$ cat config.mk
export PLATFORM = sky130hd
export DESIGN_NAME = mux_arb_nto1
export DESIGN_NICKNAME = d
export VERILOG_FILES = /design/src/rtl/mux_arb_nto1_pkg.sv /design/src/rtl/mux_arb_nto1_arb.sv /design/src/rtl/mux_arb_nto1.sv
export SDC_FILE = /design/constraint.sdc
export NUM_CORES = 1
export LEC_CHECK = 0
export CAP_MARGIN = 10
export CORE_UTILIZATION = 40
export CTS_BUF_LIST = sky130_fd_sc_hd__clkbuf_8
export DETAILED_ROUTE_END_ITERATION = 16
export HOLD_SLACK_MARGIN = 0.08
export PLACE_DENSITY = 0.79
export SLEW_MARGIN = 20
export SYNTH_ARGS = -nofsm -noshare
export SYNTH_HDL_FRONTEND = slang
export SYNTH_SLANG_ARGS = --single-unit
$ cat constraint.sdc
create_clock -name clk -period 3.78 [get_ports clk]
set_clock_uncertainty 0.15 [all_clocks]
set_input_delay 0.756 -clock clk [delete_from_list [all_inputs] [get_ports clk]]
set_output_delay 0.756 -clock clk [all_outputs]
set_load 0.02 [all_outputs]
$ cat src/rtl/mux_arb_nto1_pkg.sv
// Shared definitions for the N-to-1 registered arbitrating multiplexer.
//   ARB_FIXED / ARB_RR : arbitration policy selectors
//   DATA_WIDTH         : default channel data width
//   wrap_inc()         : modulo-n increment used for the round-robin pointer
package mux_pkg;

  localparam int ARB_FIXED  = 0;
  localparam int ARB_RR     = 1;
  localparam int DATA_WIDTH = 16;

  function automatic int wrap_inc(input int g, input int n);
    return (g + 1 >= n) ? 0 : g + 1;
  endfunction

endpackage

$ cat src/rtl/mux_arb_nto1_arb.sv
// Arbiter for mux_arb_nto1: fixed priority (channel 0 highest) or round-robin.
//   clk, rst : clock, asynchronous active-high reset
//   req      : per-channel request vector
//   en       : grant enable; no grant and no pointer update when low
//   grant    : one-hot (or zero) grant, gated by en
//   gidx     : index of the winning requester (valid when |grant)
module rr_arbiter
  import mux_pkg::*;
#(
  parameter int  N     = 4,
  parameter int  RR    = ARB_RR,
  localparam int SEL_W = $clog2(N)
) (
  input  logic             clk,
  input  logic             rst,
  input  logic [N-1:0]     req,
  input  logic             en,
  output logic [N-1:0]     grant,
  output logic [SEL_W-1:0] gidx
);

  logic [SEL_W-1:0] rr_ptr_q, rr_ptr_d;
  logic [N-1:0]     win_c;
  logic             found_c;
  int               idx_c;

  // Scan from the pointer (round-robin) or from channel 0 (fixed), wrapping
  // by subtraction so the search index never leaves 0..N-1.
  always_comb begin
    win_c   = '0;
    gidx    = '0;
    found_c = 1'b0;
    idx_c   = 0;
    for (int k = 0; k < N; k++) begin
      if (RR == ARB_RR) begin
        idx_c = int'(rr_ptr_q) + k;
        if (idx_c >= N) idx_c = idx_c - N;
      end else begin
        idx_c = k;
      end
      if (!found_c && req[idx_c]) begin
        found_c      = 1'b1;
        win_c[idx_c] = 1'b1;
        gidx         = SEL_W'(idx_c);
      end
    end
  end

  assign grant = en ? win_c : '0;

  always_comb begin
    rr_ptr_d = rr_ptr_q;
    if (en && found_c) rr_ptr_d = SEL_W'(wrap_inc(int'(gidx), N));
  end

  always_ff @(posedge clk or posedge rst) begin
    if (rst) rr_ptr_q <= '0;
    else     rr_ptr_q <= rr_ptr_d;
  end

endmodule

$ cat src/rtl/mux_arb_nto1.sv
// N-input, WIDTH-bit registered multiplexer with valid/ready on every port.
// One requesting channel is chosen per cycle and its word registered with
// one cycle of latency and full throughput.
//   clk, rst   : clock, asynchronous active-high reset
//   in_valid   : per-channel request
//   in_data    : packed channel data, channel i at [i*WIDTH +: WIDTH]
//   in_ready   : per-channel accept, one-hot or zero
//   out_valid  : output register holds a word
//   out_data   : registered selected word
//   out_sel    : channel that supplied out_data
//   out_ready  : consumer accepts out_data this cycle
module mux_arb_nto1
  import mux_pkg::*;
#(
  parameter int  N     = 4,
  parameter int  WIDTH = DATA_WIDTH,
  parameter int  RR    = ARB_RR,
  localparam int SEL_W = $clog2(N)
) (
  input  logic               clk,
  input  logic               rst,
  input  logic [N-1:0]       in_valid,
  input  logic [N*WIDTH-1:0] in_data,
  output logic [N-1:0]       in_ready,
  output logic               out_valid,
  output logic [WIDTH-1:0]   out_data,
  output logic [SEL_W-1:0]   out_sel,
  input  logic               out_ready
);

  logic               out_valid_q, out_valid_d;
  logic [WIDTH-1:0]   out_data_q, out_data_d;
  logic [SEL_W-1:0]   out_sel_q, out_sel_d;
  logic               load;
  logic               arb_en;
  logic               xfer;
  logic [N-1:0]       grant;
  logic [SEL_W-1:0]   gidx;
  logic [WIDTH-1:0]   chan [N];
  logic [WIDTH-1:0]   sel_data;

  assign load   = !out_valid_q || out_ready;
  // rst gates the enable so in_ready reads 0 while reset is held.
  assign arb_en = load && !rst;

  rr_arbiter #(.N(N), .RR(RR)) u_arb (
    .clk   (clk),
    .rst   (rst),
    .req   (in_valid),
    .en    (arb_en),
    .grant (grant),
    .gidx  (gidx)
  );

  assign in_ready = grant;
  assign xfer     = |grant;

  for (genvar i = 0; i < N; i++) begin : g_chan
    assign chan[i] = in_data[i*WIDTH +: WIDTH];
  end

  // Grant is one-hot, so an AND-OR select avoids indexing past N when N
  // is not a power of two.
  always_comb begin
    sel_data = '0;
    for (int i = 0; i < N; i++) begin
      if (grant[i]) sel_data = sel_data | chan[i];
    end
  end

  always_comb begin
    out_valid_d = xfer || (out_valid_q && !out_ready);
    out_data_d  = xfer ? sel_data : out_data_q;
    out_sel_d   = xfer ? gidx     : out_sel_q;
  end

  always_ff @(posedge clk or posedge rst) begin
    if (rst) begin
      out_valid_q <= 1'b0;
      out_data_q  <= '0;
      out_sel_q   <= '0;
    end else begin
      out_valid_q <= out_valid_d;
      out_data_q  <= out_data_d;
      out_sel_q   <= out_sel_d;
    end
  end

  assign out_valid = out_valid_q;
  assign out_data  = out_data_q;
  assign out_sel   = out_sel_q;

endmodule

### After elaboration in Yosys (flattened, before gate mapping)

Cells that the tools add are included.

* muxes and demuxes: 42
* magnitude comparators: 13
* bitwise operators: 6
* reduce and logical (&&, ||, !) cells: 19
* $add $sub $neg: 8

Operators with widths (count)
* 32-bit by 1-bit >= comparator with 1-bit output (second input constant): 4
* 32-bit by 4-bit < comparator with 1-bit output (second input constant): 4
* 32-bit 2-to-1 mux: 4
* 32-bit by 4-bit >= comparator with 1-bit output (second input constant): 3
* 32-bit by 4-bit subtractor with 32-bit output (second input constant): 3
* 16-bit 2-to-1 mux: 4
* 16-bit OR: 3
* 4-bit 2-to-1 mux: 5
* 1-bit 2-to-1 mux: 16
* 4-bit OR: 3
* 1-bit logical AND: 10
* 2-bit 2-to-1 mux: 5
* 1-bit binary-select mux with 2-bit select: 4
* 1-bit demux with 2-bit select: 4
* 2-bit by 1-bit adder with 3-bit output (second input constant): 2
* 2-bit by 2-bit adder with 3-bit output (second input constant): 2
* 1-bit logical NOT: 6
* 4-bit OR reduction: 1
* 2-bit by 3-bit subtractor with 4-bit output (second input constant): 1
* 2-bit by 3-bit >= comparator with 1-bit output (second input constant): 1
* 3-bit >= comparator (second input constant): 1
* 1-bit logical OR: 2

* bits of input ports: 71
* flip-flop bits (word level): 21
* output and inout bits: 23
* word-level logic and storage cells: 92

### Logic depth before layout (Yosys ltp)

* depth after elaboration: 23
* depth in mapped cells: 13
* mapped depth without buffers: 9

### Modules after synthesis

Synthesis repeated with hierarchy kept, for this count alone.

* cells, all modules: 166
* area, all modules: 1601.5 sq um

Modules (own cells, without submodules)
* mux_arb_nto1: cells an instance 102, sequential area each 475.5 sq um, instances 1, area an instance 1021.0 sq um
* rr_arbiter: cells an instance 64, sequential area each 50.0 sq um, instances 1, area an instance 580.6 sq um

### Worst setup path before layout

No wires, ideal clock.

* path kind: register to register
* start point: register with a tool-made name
* end point: register out_sel_q[0] (netlist: out_sel[0])
* period minus slack after synthesis: 3483 ps
* cell stages (with the launch flop): 12
* data required time: 3505 ps
* buffers on the path: 3
* path slack: 297 ps
* arrival: 3207 ps
* setup time: 125 ps
* cells stage by stage: dfrtp_1 > buf_2 > inv_2 > ha_1 > mux4_2 > a21oi_1 > a21oi_1 > or4_1 > buf_2 > or2_1 > buf_6 > mux2_4

RTL lines
* end signal: assignment: line mux_arb_nto1.sv:85 `out_sel_q <= out_sel_d;`
* end: declaration: line mux_arb_nto1.sv:33 `logic [SEL_W-1:0] out_sel_q, out_sel_d;`

==> results.toml <==
[clock_tree]
cts_setup_buffers = 0
cts_resized = 5
cts.sinks = 21
clock_latency_ns = 0.26
cts_tree = "done"
holdBufCountCts = 0
cts.path.max_buffers = 2
clk_pin_slew_ns = 0.08
cts_root_buf = "clkbuf_8"
numCtsBuffers = 3
h-tree-depth = 1

[yosys]
ys_ff_latch = 21
synth_cell_types = 41
synth_top_area_share = 0.265
synthesis.instances = 236
synth.most_common_cell = "a22oi_1"
ys.flop_type = "dfrtp_1"
ys_top_cells_by_area = "dfrtp_1, a22oi_1, a222oi_1"
synth_largest_area_cell = "dfrtp_1"
synth.avg_cell_area_um2 = 8.40
async_flop_share = 1.00
synth_common_cells = "a22oi_1, dfrtp_1, clkbuf_1, nand2_1, nor3_1"
ys.warnings.count = 0
yosysSeqAreaShare = 0.265
syn_area_um2 = 1980
synth.net_count = 311
synth_edf_count = 0

[sta]
setup_viol = 0
hold_viol = 0
slew_headroom = 0.666
fin_crit_sh = 0.952
slew_viol_final = 0
rsz0062_at_grt = "no"
tightest_slew_ns = 0.489
period_minus_slack_ns = 3.60
clock.fmax_ghz = 0.278

[power]
power.leakage_nw = 1.26
irDropWorstVdd_uv = 650
power_mw = 2.61
power_density_nw_per_um2 = 835

[floorplanning]
dieWidth_um = 72.4
dieArea_um2 = 5240
initial_core_util = 0.417
die_h_um = 72.4
rows = 25
ioPinCount = 94
coreArea_um2 = 4750

[worst_setup_path]
crit_type = "reg2reg"
critical_path.cell_chain = "inv_2 > ha_1 > mux4_2 > a21oi_1 > a21oi_2 > buf_4 > or4_1 > or2_1 > buf_4 > a31oi_1"
r2r_slack_ns = 0.18
cp.required_ns = 3.81
reg2reg_depth = 10
critPathLaunchType = "register"
end_kind = "register"
crit_path_top_delay_cell = "mux4_2"
crit_arrival_ns = 3.63
cp_common_cell = "buf_4"
cp_max_fo = 17
timing.rr.end = "out_data[6]"
slowest_delay_ns = 0.63

[route]
drtAntennaViolNets = 0
viasPerCell = 6.44
wl_mm = 7.65
wl_per_cell_um = 18.9
first_pass_iters = 5
drc = 0
via_count = 2602
drt-initial-drc-count = 338

[run]
drv_cap = 0

[status]
outcome = "finished clean"

[grt]
antenna_found_initial = 0
grt_pass1_vias = 2443
grt_usage = 0.278
grt_max_degree = 23
globalRouteOverflowTotal = 0
grt_pass1_wl_mm = 11.4

[cells_and_area]
diodes = 0
finalInstanceArea_um2 = 3130
stdcell_count = 404
layout-drive-gt1-share = 0.128
area_growth_pct = 58.0
fin_nets = 413
fillers = 419

[min_path]
worstHoldStart = "out_sel[1]"
min_to = "out_sel[1]"
whs_path_depth = 2
holdCritPathClass = "reg2reg"

[place]
io_buffer_count = 93
hpwlAfterDp_mm = 5.42
gp_congestion = 0.950
placed_cells = 400
dpl_cell_area_um2 = 3090
-- cell families (layout without fill, tap and decap cells) --
logic type | Yosys count | count (layout) | share of synthesized area
DFF | 21 | 21 | 0.265
muxes | 7 | 7 | 0.0518
xor gates and xnor gates | 2 | 2 | 0.00884
adders and majority gates | 4 | 4 | 0.0253
AOI/OAI and AO/OA | 116 | 116 | 0.438
buffers and inverters | 32 | 133 | 0.0770
and+or+nand+nor | 54 | 54 | 0.134
-- cell type report --
type / count / area [um^2] / share of cell area
clock inverters: 1 / 5.00 / 0.00160
well taps: 67 / 83.8 / 0.0268
multi-input cells: 183 / 1310 / 0.417
repair buffers: 122 / 1140 / 0.365
clock buffers: 3 / 41.3 / 0.0132
inverters: 7 / 26.3 / 0.00839
flip-flops and latches: 21 / 526 / 0.168
-- state kept, by name (all words and copies together), names as in the netlist, named ones only --
register / cells
out_data: 16
out_sel: 2
out_valid: 1
u_arb.rr_ptr_q: 1
-- worst max-delay path: cells and delay by family (launching register included) --
family | cells | cell delay [ns]
simple gates | 2 | 0.85
mux | 1 | 0.63
fa+ha+maj | 1 | 0.54
buf+inv | 3 | 0.51
compound gates | 3 | 0.48
flops | 1 | 0.36
-- worst max path at each step --
stage / start / end / slack (ns) / cells past startpoint
2_1_floorplan: register / out_sel[0] / 0.30 / 11
3_3_place_gp: in_valid[1] / in_ready[1] / -0.07 / 7
3_5_place_dp: in_valid[0] / in_ready[1] / -0.13 / 8
4_1_cts: in_valid[0] / in_ready[1] / 0.19 / 8
5_1_grt: register / out_data[6] / 0.009 / 10
6_report: register / out_data[6] / 0.18 / 10
-- routing by layer --
layer / share of wire / vias up / track usage / wire length, um
met2: 0.48 / 164 / 0.458 / 3690
met4: 0.0080 / 0 / 0.102 / 61
li1: - / 1175 / - / -
met1: 0.42 / 1255 / 0.359 / 3240
met5: 0 / - / 0 / 0
met3: 0.087 / 8 / 0.0583 / 662
-- layout by cell type (no fill, tap or decap), types with 3 or more instances in the layout --
master | netlist | routed
a21o_1 | 4 | 4
a21oi_1 | 10 | 10
a222oi_1 | 16 | 16
a22oi_1 | 48 | 48
a31oi_1 | 16 | 16
buf_4 | 0 | 29
clkbuf_8 | 0 | 3
clkdlybuf4s50_1 | 0 | 89
dfrtp_1 | 21 | 21
dlygate4sd2_1 | 0 | 4
ha_1 | 4 | 4
inv_1 | 5 | 5
nand2_1 | 19 | 19
nor2_1 | 3 | 3
nor3_1 | 19 | 19
nor3b_1 | 3 | 3
o211ai_1 | 4 | 4
o21ai_0 | 6 | 6
-- through the flow --
step / util / hold WS (ns) / setup TNS (ns) / worst slack (ns)
after floorplan: - / 0.455 / 0 / 0.297
after global placement: 0.649 / 0.348 / -0.286 / -0.0725
after detailed placement: 0.649 / 0.354 / -0.736 / -0.134
after CTS: 0.658 / 0.379 / 0 / 0.190
after global routing: 0.658 / 0.409 / 0 / 0.00920
final: 0.658 / 0.375 / 0 / 0.180
-- where the power goes --
group	leakage (nW)	internal, mW	switching [mW]
Clock	0.0255	0.0735	0.0796
Sequential	0.248	0.358	0.0687
Combinational	0.989	0.901	1.13
(Power assumes the default switching activity.)
